### src/rtl/gpio_bank_pkg.sv
// gpio_bank shared definitions.
// Register offsets, CTRL bit index and byte-lane helpers.
package gpio_bank_pkg;

  localparam logic [2:0] REG_IN      = 3'd0;
  localparam logic [2:0] REG_OUT     = 3'd1;
  localparam logic [2:0] REG_STATUS  = 3'd2;
  localparam logic [2:0] REG_RISE_EN = 3'd3;
  localparam logic [2:0] REG_FALL_EN = 3'd4;
  localparam logic [2:0] REG_CTRL    = 3'd5;

  localparam int CTRL_IE = 0;

  function automatic logic [31:0] byte_mask(
    input logic [3:0] be
  );
    logic [31:0] m;
    for (int k = 0; k < 4; k++)
      m[8*k +: 8] = {8{be[k]}};
    return m;
  endfunction

  function automatic logic [31:0] byte_merge(
    input logic [31:0] old,
    input logic [31:0] wd,
    input logic [3:0]  be
  );
    logic [31:0] m;
    m = byte_mask(be);
    return (old & ~m) | (wd & m);
  endfunction

endpackage

### src/rtl/gpio_bank_if.sv
// gpio_bank peripheral bus.
// CPU side drives master, the bank is the slave.
interface gpio_bank_if;

  logic        en;
  logic [2:0]  addr;
  logic [3:0]  we;
  logic [31:0] din;
  logic [31:0] dout;

  modport master (
    output en, addr, we, din,
    input  dout
  );

  modport slave (
    input  en, addr, we, din,
    output dout
  );

endinterface

### src/rtl/gpio_debounce.sv
// One input channel: 2-flop synchroniser,
// tick-counted debounce and edge pulses.
module gpio_debounce #(
  parameter int   DEB_CNT = 4,
  parameter logic IN_INIT = 1'b0
) (
  input  logic clk_100M,
  input  logic rst,
  input  logic in_raw,
  input  logic tick,
  output logic stable,
  output logic rise_pulse,
  output logic fall_pulse
);

  logic       s1;
  logic       sync;
  logic [3:0] cnt;
  logic       accept;

  // Pulses fire on the edge where stable takes the new level.
  assign accept = tick && (sync != stable)
                  && (cnt == 4'(DEB_CNT - 1));
  assign rise_pulse = accept & sync;
  assign fall_pulse = accept & ~sync;

  // Bring the raw pin into the clk_100M domain.
  always_ff @(posedge clk_100M) begin
    if (rst) begin
      s1   <= IN_INIT;
      sync <= IN_INIT;
    end else begin
      s1   <= in_raw;
      sync <= s1;
    end
  end

  // Accept a new level after DEB_CNT mismatching ticks.
  always_ff @(posedge clk_100M) begin
    if (rst) begin
      cnt    <= '0;
      stable <= IN_INIT;
    end else if (sync == stable) begin
      cnt <= '0;
    end else if (tick) begin
      if (accept) begin
        stable <= sync;
        cnt    <= '0;
      end else begin
        cnt <= cnt + 4'd1;
      end
    end
  end

endmodule

### src/rtl/gpio_bank.sv
// GPIO register bank: debounced inputs, byte-writable
// outputs, edge capture and a maskable level interrupt.
module gpio_bank
  import gpio_bank_pkg::*;
#(
  parameter int   IN_WIDTH  = 16,
  parameter int   OUT_WIDTH = 16,
  parameter int   TICK_DIV  = 65536,
  parameter int   DEB_CNT   = 4,
  parameter logic IN_INIT   = 1'b0
) (
  input  logic                 clk_100M,
  input  logic                 rst,
  input  logic [IN_WIDTH-1:0]  in_raw,
  output logic [OUT_WIDTH-1:0] out_pins,
  gpio_bank_if.slave           bus,
  output logic                 irq
);

  localparam int PW = $clog2(TICK_DIV);

  logic [PW-1:0]        pre;
  logic                 tick;
  logic [IN_WIDTH-1:0]  stable;
  logic [IN_WIDTH-1:0]  rise_p;
  logic [IN_WIDTH-1:0]  fall_p;
  logic [OUT_WIDTH-1:0] out_q;
  logic [IN_WIDTH-1:0]  status;
  logic [IN_WIDTH-1:0]  rise_en;
  logic [IN_WIDTH-1:0]  fall_en;
  logic                 ctrl_ie;
  logic [IN_WIDTH-1:0]  edge_set;
  logic [IN_WIDTH-1:0]  w1c;
  logic [31:0]          rdata;
  logic [31:0]          dout_q;

  assign tick     = (pre == PW'(TICK_DIV - 1));
  assign out_pins = out_q;
  assign bus.dout = dout_q;
  assign edge_set = (rise_p & rise_en) | (fall_p & fall_en);
  assign w1c      = (bus.en && bus.addr == REG_STATUS)
                    ? IN_WIDTH'(bus.din & byte_mask(bus.we))
                    : '0;

  // Shared debounce sample tick.
  always_ff @(posedge clk_100M) begin
    if (rst || tick)
      pre <= '0;
    else
      pre <= pre + PW'(1);
  end

  for (genvar g = 0; g < IN_WIDTH; g++) begin : g_ch
    gpio_debounce #(
      .DEB_CNT (DEB_CNT),
      .IN_INIT (IN_INIT)
    ) u_deb (
      .clk_100M   (clk_100M),
      .rst        (rst),
      .in_raw     (in_raw[g]),
      .tick       (tick),
      .stable     (stable[g]),
      .rise_pulse (rise_p[g]),
      .fall_pulse (fall_p[g])
    );
  end

  // Read mux; unmapped offsets read 0.
  always_comb begin
    rdata = '0;
    unique case (1'b1)
      (bus.addr == REG_IN):      rdata = 32'(stable);
      (bus.addr == REG_OUT):     rdata = 32'(out_q);
      (bus.addr == REG_STATUS):  rdata = 32'(status);
      (bus.addr == REG_RISE_EN): rdata = 32'(rise_en);
      (bus.addr == REG_FALL_EN): rdata = 32'(fall_en);
      (bus.addr == REG_CTRL):    rdata = 32'(ctrl_ie);
      default:                   rdata = '0;
    endcase
  end

  // Registered read data, held while idle.
  always_ff @(posedge clk_100M) begin
    if (rst)
      dout_q <= '0;
    else if (bus.en)
      dout_q <= rdata;
  end

  // R/W registers, edge capture (set beats clear) and irq.
  always_ff @(posedge clk_100M) begin
    if (rst) begin
      out_q   <= '0;
      rise_en <= '0;
      fall_en <= '0;
      ctrl_ie <= 1'b0;
      status  <= '0;
      irq     <= 1'b0;
    end else begin
      if (bus.en && bus.addr == REG_OUT)
        out_q <= OUT_WIDTH'(byte_merge(
                   32'(out_q), bus.din, bus.we));
      if (bus.en && bus.addr == REG_RISE_EN)
        rise_en <= IN_WIDTH'(byte_merge(
                     32'(rise_en), bus.din, bus.we));
      if (bus.en && bus.addr == REG_FALL_EN)
        fall_en <= IN_WIDTH'(byte_merge(
                     32'(fall_en), bus.din, bus.we));
      if (bus.en && bus.addr == REG_CTRL && bus.we[0])
        ctrl_ie <= bus.din[CTRL_IE];
      status <= (status & ~w1c) | edge_set;
      irq    <= ctrl_ie & (|status);
    end
  end

endmodule
### src/flat_wrapper.sv
// flat-port wrapper written by rule: the top's interface ports become plain ports
module gpio_bank_flat import gpio_bank_pkg::*;
#(
  parameter int   IN_WIDTH  = 16,
  parameter int   OUT_WIDTH = 16,
  parameter int   TICK_DIV  = 65536,
  parameter int   DEB_CNT   = 4,
  parameter logic IN_INIT   = 1'b0
)
  (clk_100M, rst, in_raw, out_pins, irq, bus_en, bus_addr, bus_we, bus_din, bus_dout);
  gpio_bank_if bus_i ();
  input  logic clk_100M;
  input  logic rst;
  input  logic [IN_WIDTH-1:0] in_raw;
  output logic [OUT_WIDTH-1:0] out_pins;
  output logic irq;
  input wire logic [$bits(bus_i.en)-1:0] bus_en;
  input wire logic [$bits(bus_i.addr)-1:0] bus_addr;
  input wire logic [$bits(bus_i.we)-1:0] bus_we;
  input wire logic [$bits(bus_i.din)-1:0] bus_din;
  output wire logic [$bits(bus_i.dout)-1:0] bus_dout;
  assign bus_i.en = bus_en;
  assign bus_i.addr = bus_addr;
  assign bus_i.we = bus_we;
  assign bus_i.din = bus_din;
  assign bus_dout = bus_i.dout;
  gpio_bank #(.IN_WIDTH(IN_WIDTH), .OUT_WIDTH(OUT_WIDTH), .TICK_DIV(TICK_DIV), .DEB_CNT(DEB_CNT), .IN_INIT(IN_INIT)) u_core (.clk_100M(clk_100M), .rst(rst), .in_raw(in_raw), .out_pins(out_pins), .bus(bus_i), .irq(irq));
endmodule
### config.mk
export PLATFORM = sky130hd
export DESIGN_NAME = gpio_bank_flat
export DESIGN_NICKNAME = d
export VERILOG_FILES = /design/src/rtl/gpio_bank_pkg.sv /design/src/rtl/gpio_bank_if.sv /design/src/rtl/gpio_debounce.sv /design/src/rtl/gpio_bank.sv /design/src/flat_wrapper.sv
export SDC_FILE = /design/constraint.sdc
export NUM_CORES = 1
export LEC_CHECK = 0
export ABC_AREA = 0
export CAP_MARGIN = 20
export CORE_MARGIN = 5
export CORE_UTILIZATION = 54
export DETAILED_ROUTE_END_ITERATION = 8
export PLACE_DENSITY = 0.79
export SETUP_SLACK_MARGIN = 0.2
export SYNTH_ARGS = -nofsm -noshare
export SYNTH_HDL_FRONTEND = slang
export SYNTH_SLANG_ARGS = --single-unit
### constraint.sdc
create_clock -name clk_100M -period 5 [get_ports clk_100M]
set_clock_uncertainty 0.05 [all_clocks]
set_input_delay 0.5 -clock clk_100M [delete_from_list [all_inputs] [get_ports clk_100M]]
set_output_delay 0.5 -clock clk_100M [all_outputs]
set_load 0.01 [all_outputs]
Word level (Yosys, flattened, before mapping)
Index checks and enable logic that the tools add are counted.
{"block": "op_classes", "add_sub_neg": 17, "n_reduce_logical": 73, "bitwise": 79, "mux": 18, "eq_ne": 54}
{"cell": "$and A16 B16 Y16", "count": 7}
{"cell": "$pmux W16 S6", "count": 1}
{"cell": "$or A16 B16 Y16", "count": 5}
{"cell": "$add A4 B1 Y4 const B", "count": 16}
{"cell": "$eq A4 B2 Y1 const B", "count": 16}
{"cell": "$mux W4", "count": 16}
{"cell": "$reduce_and A3 Y1", "count": 16}
{"cell": "$logic_and A1 B1 Y1", "count": 38}
{"cell": "$and A1 B1 Y1", "count": 33}
{"cell": "$not A1 Y1", "count": 32}
{"cell": "$not A16 Y16", "count": 2}
{"cell": "$reduce_or A2 Y1", "count": 16}
{"cell": "$add A16 B1 Y16 const B", "count": 1}
{"cell": "$eq A1 B1 Y1", "count": 16}
{"cell": "$eq A16 B16 Y1 const B", "count": 1}
{"cell": "$mux W16", "count": 1}
{"cell": "$ne A1 B1 Y1", "count": 16}
{"cell": "$reduce_or A16 Y1", "count": 1}
{"cell": "$eq A3 B2 Y1 const B", "count": 2}
{"cell": "$eq A3 B3 Y1 const B", "count": 2}
{"cell": "$eq A3 B1 Y1 const B", "count": 1}
{"cell": "$logic_not A3 Y1", "count": 1}
{"cell": "$logic_or A1 B1 Y1", "count": 1}
{"block": "totals", "output_inout_bits": 49, "input_bits": 58, "regBits": 226, "word_cells": 313}

Depth between registers and ports, before layout
Gate-level depths: netlist of the first run.
{"block": "logic_depth", "depth_word": 7, "ltp_mapped": 8, "depth_no_buf": 5}

Cells and area by module
Synthesis of the first run repeated with hierarchy kept, for this count alone.
{"block": "unflattened", "hier_cells": 941, "hier_area_um2": 9186.3}
{"module": "gpio_debounce", "seq_area_each_um2": 140.1, "cells_each": 29, "instances": 16, "area_each_um2": 292.8}
{"module": "gpio_bank", "seq_area_each_um2": 1961.9, "cells_each": 477, "instances": 1, "area_each_um2": 4501.8}

Least setup slack after synthesis of the first run
No wires, ideal clock.
{"block": "synth_path", "kind": "register -> register", "start": "register u_core.pre[0]", "end": "register u_core.g_ch[11].u_deb.cnt[3]", "stages_incl_launch_ff": 7, "required_ns": 4.880, "setup_time_ns": 0.070, "path_buffers": 1, "path_slack_ns": 2.848, "arrival_time_ns": 2.032, "period_less_slack_ns": 2.152, "path_cell_list": "dfxtp_1 -> ha_1 -> nand3_4 -> or4_4 -> buf_6 -> or4_1 -> a21oi_1"}
{"block": "synth_via", "elab_chain_cells": 4}
{"element": "start, declared", "line": "gpio_bank.sv:22", "text": "logic [PW-1:0] pre;"}
{"element": "start signal, assigned", "line": "gpio_bank.sv:50", "text": "pre <= pre + PW'(1);"}
{"element": "$eq A16 B16 Y1 *", "line": "gpio_bank.sv:37", "text": "assign tick = (pre == PW'(TICK_DIV - 1));"}
{"element": "$logic_and A1 B1 Y1", "line": "gpio_debounce.sv:22", "text": "assign accept = tick && (sync != stable)"}
{"element": "$logic_and A1 B1 Y1", "line": "gpio_debounce.sv:23", "text": "&& (cnt == 4'(DEB_CNT - 1));"}
{"element": "$mux W4", "line": "gpio_debounce.sv:46", "text": "if (accept) begin"}
{"element": "end signal, assigned", "line": "gpio_debounce.sv:50", "text": "cnt <= cnt + 4'd1;"}
{"element": "end, declared", "line": "gpio_debounce.sv:18", "text": "logic [3:0] cnt;"}
Every way passes the cells marked *; elsewhere a longest branch is shown, timed or not.
A chain may end at the register's enable or synchronous reset.

Worst setup path after layout of the first run
{"block": "layout_path", "start": "register u_core.pre[4]", "end": "register u_core.g_ch[11].u_deb.cnt[3]"}
The elaborated chain is that of the path after synthesis.

==> results of run 1 <==
[logic make-up (layout without fill, tap and decap cells)]
kind of cell | Yosys count | after routing | share of synthesized area (%)
AOI/OAI and AO/OA | 242 | 242 | 15.3
xor gates and xnor gates | 27 | 27 | 2.53
adders and majority gates | 17 | 17 | 2.28
buffers and inverters | 122 | 169 | 5.85
DFF | 210 | 210 | 45.1
muxes | 60 | 60 | 6.62
other | 1 | 16 | 0.0402
and+or+nand+nor | 388 | 388 | 22.3
[metrics by stage]
stage / hold slack, ns / power [mW] / std cells / worst slack (ns) / util (%)
final: 0.383 / 3.59 / 1354 / 2.25 / 63.6
after global routing: 0.410 / 3.70 / 1354 / 2.03 / 63.6
after CTS: 0.394 / 3.61 / 1354 / 2.26 / 63.6
after detailed placement: 0.379 / 1.90 / 1316 / 1.89 / 59.1
after global placement: 0.370 / 1.90 / 1316 / 1.89 / 59.1
after floorplan: 0.364 / 1.84 / 1082 / 2.85 / -
[routing by layer]
layer | vias up | wire length (microns) | share of wire, % | global-route usage (%)
met1 | 3720 | 9050 | 41 | 26.4
met5 | - | 0 | 0 | 0
li1 | 3815 | - | - | -
met3 | 71 | 1470 | 6.6 | 3.37
met4 | 0 | 798 | 3.6 | 8.38
met2 | 287 | 10800 | 49 | 38.6
[power groups by stage]
stage / registers (mW) / logic (mW) / clock network [mW]
after floorplan: 1.74 / 0.0976 / 0
after global placement: 1.75 / 0.154 / 0
after detailed placement: 1.75 / 0.155 / 0
after CTS: 1.71 / 0.156 / 1.75
after global routing: 1.71 / 0.170 / 1.82
final: 1.71 / 0.158 / 1.72
[cells in the mapped netlist (3+ instances only)]
cell type	count	share of area, %
nand2b_1	27	1.8
o2bb2ai_1	6	0.56
a222oi_1	14	1.5
clkbuf_1	40	1.6
nand4b_1	16	1.5
nand3_1	54	2.9
mux2_2	4	0.48
buf_2	8	0.43
nor2b_1	35	2.3
nor2_1	58	2.3
xor2_1	20	1.9
dfxtp_1	210	45
buf_4	16	1.3
a2bb2oi_1	8	0.75
nor4_1	8	0.54
nor4b_1	3	0.28
o21ai_0	77	4.1
buf_1	4	0.16
inv_1	49	2.0
a221oi_1	6	0.56
a211oi_1	8	0.64
ha_1	17	2.3
nor3_1	6	0.32
nand3b_1	16	1.3
nand4_1	6	0.40
o21a_1	8	0.64
a21oi_1	108	5.8
or3_1	32	2.1
xnor2_1	7	0.66
mux2i_1	55	5.9
nor3b_1	15	1.2
nand2_1	100	4.0
[cell type report]
cell class | instances | area (sq um)
Fill cell | 1435 | 6230
Multi-Input combinational cell | 750 | 4650
Sequential cell | 210 | 4200
Timing Repair Buffer | 81 | 786
Clock buffer | 34 | 707
Tap cell | 225 | 282
Inverter | 50 | 188
Clock inverter | 4 | 72.6
[how the worst max path moves through the flow]
stage,to,slack (ns),cells past startpoint
floorplan,u_core.g_ch[11].u_deb.cnt[3],2.85,6
global placement,flop,1.89,7
detailed placement,flop,1.89,7
CTS,u_core.g_ch[11].u_deb.cnt[3],2.26,4
global route,u_core.g_ch[11].u_deb.cnt[3],2.03,4
finish,u_core.g_ch[11].u_deb.cnt[3],2.25,4
[worst reg2reg max path, stage by stage (launching register included)]
cell and delay [ns]:
dfxtp_1 0.40, nand4_1 0.38, or4_4 1.06, or4_1 0.66
a21oi_1 0.14
==> run summary, run 1 <==
WL/cell: 16.4 microns
Ports: 107
Seq cells post-synth: 210
Final WL: 22100 microns
Drt pass-1 iters: 5
Resized Gates After CTS: 0
Max Cap Violations: 0
Worst Hold End: u_core.g_ch[2].u_deb.sync
# rows: 48
Initial DRC count: 674
Hold_sp: u_core.g_ch[2].u_deb.s1
Worst path max stage delay: 1.06 ns
Area after DPL: 10100 sq um
RD Place Congestion: 0.847
Number of setup violations in the final report: 0
Die area: 20000 sq um
Final hold viol count: 0
Worst r2r src: u_core.pre[4]
Post-layout min period: 2.75 ns
Crit start category: flop
Crit Reg-Reg Endpoint: u_core.g_ch[11].u_deb.cnt[3]
Switch share: 21.1%
Post-layout instance area: 10900 sq um
CTS tree: built
DRC Markers: 0
Vias in the first global route: 7675
Crit path from: u_core.pre[4]
Sequential area share after synthesis: 45.1%
Least-Margin Pin Slew: 1.01 ns
Top FF cell, synth: dfxtp_1
Clk pin slew, worst setup/hold paths: 0.06 ns
ANT nets after route: 0
Commonest cells after routing, fill and taps aside: 210 x dfxtp_1, 108 x a21oi_1, 100 x nand2_1, 77 x o21ai_0, 71 x clkdlybuf4s50_1
Avg Cell Area, Syn: 8.74 sq um
Reg2reg setup slack: 2.25 ns
First-pass GRT wire length: 36500 microns
P_int: 2.83 mW
Clock Tree Buf Depth: 3
Final period util: 55.1%
Seq pwr share: 47.7%
Psw: 0.756 mW
Initial core utilization: 54.5%
CTS buffer count: 22
Synth cell types: 52
Status: complete, no violations
CTS sink cnt: 210
Syn Inst Count: 1067
Fmax: 0.363 GHz
Register-to-Register Path Depth: 4
Total gr overflow: 0
Number of diodes: 0
PortBufs: 72
Max-slew headroom: 32.7%
Clock network power share: 48.0%
Max Slew Vio Count: 0
WP buf/inv: 0
DPL Wire Length: 14300 microns
Comb pwr share: 4.4%
Hold buffer count at cts: 0
CP Data Required Time: 5.38 ns
Final #Nets: 1190
Post-synth EDFFs: 0
Leakage: 3.71 nW
Post-CTS Setup Bufs: 0
Post-synth ARST share: 0%
Crit path kind: flop to flop
Die X: 141 microns
Commonest non-fill, non-tap cell in the layout: dfxtp_1
Routed vias: 7893
Synth warn: 0
Core ar.: 17100 sq um
Die Y: 141 microns
Unrepaired setup endpoints after global routing: no
Crit-path cells: nand4_1 > or4_4 > or4_1 > a21oi_1
Pin count of the biggest net entering global routing: 112
Total GRT Usage: 21.7%
Root Buffer: clkbuf_16
Total Neg Setup Slack: 0 ns
Worst path slowest cell: or4_4
Post-synthesis to final-layout area growth: 16.7%
Worst Hold Depth: 1
Peak supply drop: 0.294 mV
Vias per cell: 5.83
Worst setup EP type: flop
Pwr/cell area: 329 nW/um^2
Clock Latency Late Sink: 0.50 ns
CP arrival: 3.13 ns
Synth Cell Area: 9330 sq um
H-tree depth: 1
Layout cell share with drive strength beyond 1: 5.49%
Cell family with most CP delay: simple AND/OR/NAND/NOR gates
Initial antenna violation count: 0
CP Max Fanout: 111
Worst hold path class: flop to flop
Note: power is estimated with default switching activity, not from simulation.
==> run 2, diff against run 1 <==
--- a/config.mk
+++ b/config.mk
@@ -8,9 +8,9 @@
 export ABC_AREA = 0
 export CAP_MARGIN = 20
 export CORE_MARGIN = 5
-export CORE_UTILIZATION = 54
+export CORE_UTILIZATION = 51
 export DETAILED_ROUTE_END_ITERATION = 8
-export PLACE_DENSITY = 0.79
+export PLACE_DENSITY = 0.78
 export SETUP_SLACK_MARGIN = 0.2
 export SYNTH_ARGS = -nofsm -noshare
 export SYNTH_HDL_FRONTEND = slang
==> constraint.sdc (replaced) <==
create_clock -name clk_100M -period 2.5 [get_ports clk_100M]
set_clock_uncertainty 0.05 [all_clocks]
set_input_delay 0.25 -clock clk_100M [delete_from_list [all_inputs] [get_ports clk_100M]]
set_output_delay 0.25 -clock clk_100M [all_outputs]
set_load 0.01 [all_outputs]
==> run summary, run 2 (same netlist as run 1, synthesis figures left out) <==
Status: complete, no violations
DPL Wire Length: 15100 microns (+5.5%)
Number of diodes: 0 (unchanged)
Total GRT Usage: 20.9% (-0.80 points)
CTS tree: built
Routed vias: 8031 (+1.7%)
Worst setup EP type: flop
Final hold viol count: 0 (unchanged)
Worst hold path class: primary input to flop
Leakage: 3.85 nW (+3.8%)
Post-synthesis to final-layout area growth: 19.6%
Root Buffer: clkbuf_16
CP Data Required Time: 2.88 ns (-2.50 ns)
Pwr/cell area: 649 nW/um^2 (+97%)
Commonest non-fill, non-tap cell in the layout: dfxtp_1
RD Place Congestion: 0.847 (about the same)
CTS sink cnt: 210 (unchanged)
# rows: 49 (+2.1%)
Max-slew headroom: 46.9% (+14 points)
Total gr overflow: 0 (unchanged)
Fmax: 0.452 GHz (+24%)
Initial antenna violation count: 0 (unchanged)
Fillers: 1521 (+6.0%)
Crit path kind: flop to flop
Die area: 21100 sq um (+5.5%)
Clk pin slew, worst setup/hold paths: 0.06 ns (about the same)
First-pass GRT wire length: 37900 microns (+3.8%)
Unrepaired setup endpoints after global routing: no
DRC Markers: 0 (unchanged)
Layout cell share with drive strength beyond 1: 7.72% (+2.2 points)
Number of setup violations in the final report: 0 (unchanged)
DP Worst Slack: 0.182 ns (-1.71 ns)
Clock Latency Late Sink: 0.50 ns (about the same)
Core ar.: 18000 sq um (+4.9%)
CP arrival: 2.59 ns (-0.54 ns)
Max Slew Vio Count: 0 (unchanged)
Least-Margin Pin Slew: 0.786 ns (-0.224 ns)
Post-layout min period: 2.21 ns (-0.541 ns)
WL/cell: 16.8 microns (+2.7%)
Vias per cell: 5.81 (-0.31%)
CTS buffer count: 22 (unchanged)
Vias in the first global route: 7585 (-1.2%)
CP Max Fanout: 9 (-92%)
Clock Tree Buf Depth: 3 (unchanged)
Commonest cells after routing, fill and taps aside: 209 x dfxtp_1, 108 x a21oi_1, 100 x nand2_1, 77 x o21ai_0, 71 x clkdlybuf4s50_1
Ports: 107 (unchanged)
PortBufs: 72 (unchanged)
Die Y: 145 microns (+2.7%)
Final period util: 88.5% (+33 points)
Crit start category: flop
Peak supply drop: 0.620 mV (+110%)
Pin count of the biggest net entering global routing: 73 (-35%)
Die X: 145 microns (+2.7%)
Drt pass-1 iters: 6 (+1)
Total Neg Setup Slack: 0 ns (unchanged)
ANT nets after route: 0 (unchanged)
H-tree depth: 1 (unchanged)
Initial DRC count: 692 (+2.7%)
Max Cap Violations: 0 (unchanged)
Initial core utilization: 51.9% (-2.6 points)
Final #Nets: 1212 (+1.8%)
Final WL: 23200 microns (+4.8%)
Worst setup margin: 0.288 ns (-1.96 ns)
-- run 2: cell count changes in the layout (fill, tap and decap cells not counted), moves of 3 or more --
| cell | delta |
|---|---|
| buf_12 | +7 |
| clkinv_2 | +4 |
| buf_4 | +14 |
| clkbuf_8 | -3 |
-- run 2: worst paths after layout --
kind / slack [ns] / cells past startpoint / endpoint / start
setup / recovery: 0.29 / 6 / u_core.g_ch[12].u_deb.cnt[3] / u_core.pre[1]
hold / removal: 0.17 / 2 / flop / rst
setup reg to reg: 0.29 / 6 / u_core.g_ch[12].u_deb.cnt[3] / u_core.pre[1]
hold reg to reg: 0.39 / 1 / u_core.g_ch[15].u_deb.sync / u_core.g_ch[15].u_deb.s1
-- run 2: final cells by class --
cell class	instances	area [sq um]	area share (%)
Timing Repair Buffer	102	1030	9.24
Multi-Input combinational cell	751	4660	41.8
Tap cell	229	287	2.57
Sequential cell	210	4210	37.7
Clock buffer	31	666	5.96
Clock inverter	9	123	1.10
Inverter	50	188	1.68
-- run 2: worst max-delay path: stages, from the launching register on --
cell	delay [ns]
dfxtp_1	0.36
ha_2	0.23
nand3_4	0.10
or4_4	0.60
buf_12	0.17
or4_1	0.49
a21oi_1	0.14
-- run 2: through the flow --
stage | hold WS (ns) | utilization [%] | power [mW] | std cells | area (sq um)
CTS | 0.150 | 61.9 | 7.29 | 1380 | 11100
finish | 0.172 | 62.1 | 7.24 | 1382 | 11200
global placement | 0.369 | 57.6 | 3.82 | 1340 | 10300
global route | 0.180 | 62.1 | 7.47 | 1382 | 11200
floorplan | 0.328 | - | 3.68 | 1082 | 9390
detailed placement | 0.375 | 57.6 | 3.83 | 1340 | 10300
-- run 2: metal layers --
metal / vias up / global-route usage (%) / share of wire (%)
li1: 3869 / - / -
met1: 3826 / 27.0 / 41
met2: 273 / 35.2 / 48
met3: 63 / 3.59 / 6.8
met4: 0 / 7.65 / 3.8
met5: - / 0 / 0
-- run 2: where the power goes --
part	leakage [nW]	total, mW	switching (mW)	internal, mW
clock network	0.391	3.48	1.32	2.16
logic	1.76	0.339	0.186	0.153
registers	1.70	3.42	0.0330	3.39
total	3.85	7.24	1.54	5.70
-- run 2: timing repair --
item	CTS	global route
gates resized for setup	0	3
gates cloned	0	1
hold buffers	0	0
buffers inserted	0	1
pin swaps	1	1
setup endpoints to repair	26	37
==> run 3, diff against run 2 <==
--- a/config.mk
+++ b/config.mk
@@ -8,9 +8,9 @@
 export ABC_AREA = 0
 export CAP_MARGIN = 20
 export CORE_MARGIN = 5
-export CORE_UTILIZATION = 51
+export CORE_UTILIZATION = 40
 export DETAILED_ROUTE_END_ITERATION = 8
-export PLACE_DENSITY = 0.78
+export PLACE_DENSITY = 0.64
 export SETUP_SLACK_MARGIN = 0.2
 export SYNTH_ARGS = -nofsm -noshare
 export SYNTH_HDL_FRONTEND = slang
==> run summary, run 3 (same netlist as run 1, synthesis figures left out) <==
Initial core utilization: 41.0% (-11 points)
Pwr/cell area: 656 nW/um^2 (+1.1%)
# rows: 55 (+12%)
Unrepaired setup endpoints after global routing: yes
Max Cap Violations: 0 (unchanged)
Initial DRC count: 498 (-28%)
Crit path kind: flop to flop
Die X: 163 microns (+12%)
First-pass GRT wire length: 37100 microns (-2.0%)
Crit start category: flop
Post-CTS Setup Bufs: 0 (unchanged)
Commonest cells after routing, fill and taps aside: 210 x dfxtp_1, 108 x a21oi_1, 100 x nand2_1, 77 x o21ai_0, 71 x clkdlybuf4s50_1
Total Neg Setup Slack: 0 ns (unchanged)
Minimum hold slack: 0.0919 ns (-0.0799 ns)
Max-slew headroom: 54.7% (+7.9 points)
Commonest non-fill, non-tap cell in the layout: dfxtp_1
Die area: 26500 sq um (+26%)
CTS sink cnt: 210 (unchanged)
CP Max Fanout: 48 (+39)
Pin count of the biggest net entering global routing: 67 (-8.2%)
Fmax: 0.460 GHz (+1.8%)
Tot Pwr: 7.44 mW (+2.8%)
Number of setup violations in the final report: 0 (unchanged)
Initial antenna violation count: 0 (unchanged)
Post-synthesis to final-layout area growth: 21.6%
Core ar.: 22800 sq um (+27%)
WL/cell: 15.3 microns (-8.7%)
RD Place Congestion: 0.784 (-7.4%)
Die Y: 163 microns (+12%)
DP Worst Slack: 0.191 ns (+0.00928 ns)
Final period util: 86.9% (-1.5 points)
Root Buffer: clkbuf_16
Worst path max stage delay: 0.68 ns (+0.08 ns)
Crit-path cells: nand4_1 > or4_4 > buf_12 > or3_1 > a21oi_1
Clk pin slew, worst setup/hold paths: 0.06 ns (about the same)
Met3 wire length: 1130 microns (-28%)
Least-Margin Pin Slew: 0.677 ns (-0.108 ns)
Met1 WL: 10000 microns (+4.0%)
Worst setup margin: 0.327 ns (+0.0384 ns)
DPL Wire Length: 15700 microns (+4.0%)
Clock Tree Buf Depth: 3 (unchanged)
CTS tree: built
CTS buffer count: 24 (+9.1%)
Vias in the first global route: 7467 (-1.6%)
Fillers: 2160 (+42%)
Vias per cell: 5.29 (-8.9%)
Peak supply drop: 0.494 mV (-20%)
Ports: 107 (unchanged)
PortBufs: 72 (unchanged)
DRC Markers: 0 (unchanged)
Drt pass-1 iters: 6 (unchanged)
Highest Signal Layer: met4
Number of diodes: 0 (unchanged)
Met2 WL: 11000 microns (-0.85%)
Routed vias: 7799 (-2.9%)
H-tree depth: 1 (unchanged)
Final hold viol count: 0 (unchanged)
Status: complete, no violations
ANT nets after route: 0 (unchanged)
Max Slew Vio Count: 0 (unchanged)
Leakage: 3.90 nW (+1.2%)
Clock Latency Late Sink: 0.51 ns (about the same)
Post-layout min period: 2.17 ns (-0.0384 ns)
CP arrival: 2.55 ns (-0.04 ns)
Final #Nets: 1218 (+0.50%)
Total GRT Usage: 16.6% (-4.3 points)
Final WL: 22600 microns (-2.7%)
Worst path slowest cell: or4_4
CP Data Required Time: 2.88 ns (about the same)
Layout cell share with drive strength beyond 1: 7.93% (+0.21 points)
Worst setup EP type: flop
Total gr overflow: 0 (unchanged)
Worst hold path class: primary input to flop
[run 3: metal layers]
metal	vias up	track usage (%)
li1	3891	-
met1	3692	22.0
met2	181	28.8
met3	35	2.61
met4	0	3.28
met5	-	0
[run 3: metrics by stage]
| step | std cells | utilization (%) | instance area, sq um |
|---|---|---|---|
| detailed placement | 1429 | 46.0 | 10500 |
| global route | 1473 | 49.8 | 11300 |
| CTS | 1473 | 49.8 | 11300 |
| floorplan | 1082 | - | 9390 |
| global placement | 1429 | 46.0 | 10500 |
| finish | 1473 | 49.8 | 11300 |
[run 3: worst paths after layout]
| kind | startpoint | endpoint | slack, ns | depth (start not counted) |
|---|---|---|---|---|
| min | rst | flop | 0.09 | 2 |
| min reg2reg | u_core.g_ch[14].u_deb.s1 | u_core.g_ch[14].u_deb.sync | 0.38 | 1 |
| max | u_core.pre[9] | u_core.g_ch[0].u_deb.cnt[3] | 0.33 | 5 |
| max reg2reg | u_core.pre[9] | u_core.g_ch[0].u_deb.cnt[3] | 0.33 | 5 |
[run 3: final cells by class]
| type | count | area [sq um] | share of cell area, % |
|---|---|---|---|
| sequential | 210 | 4200 | 37.1 |
| multi-input combinational | 751 | 4660 | 41.1 |
| inverter | 50 | 188 | 1.65 |
| timing repair buffer | 106 | 1050 | 9.24 |
| tap | 313 | 392 | 3.45 |
| clock buffer | 36 | 737 | 6.50 |
| clock inverter | 7 | 110 | 0.971 |
[run 3: power breakdown]
group          total [mW]  internal [mW]  leakage (nW)  switching, mW
Sequential           3.42           3.39          1.70         0.0321
Combinational       0.337          0.155          1.78          0.183
Clock                3.68           2.33         0.421           1.35
Total                7.44           5.87          3.90           1.57
[run 3: worst max-delay path: cells and delay by family (launching register included)]
| kind | cells | cell delay (ns) |
|---|---|---|
| and+or+nand+nor | 3 | 1.24 |
| AOI/OAI and AO/OA | 1 | 0.17 |
| buffers and inverters | 1 | 0.22 |
| DFF | 1 | 0.39 |
[run 3: repair_timing]
action | in CTS | in global routing
gates cloned | 1 | 0
gates resized for setup | 0 | 0
endpoints found under the setup margin | 18 | 27
hold buffers | 0 | 0
pin swaps | 1 | 1
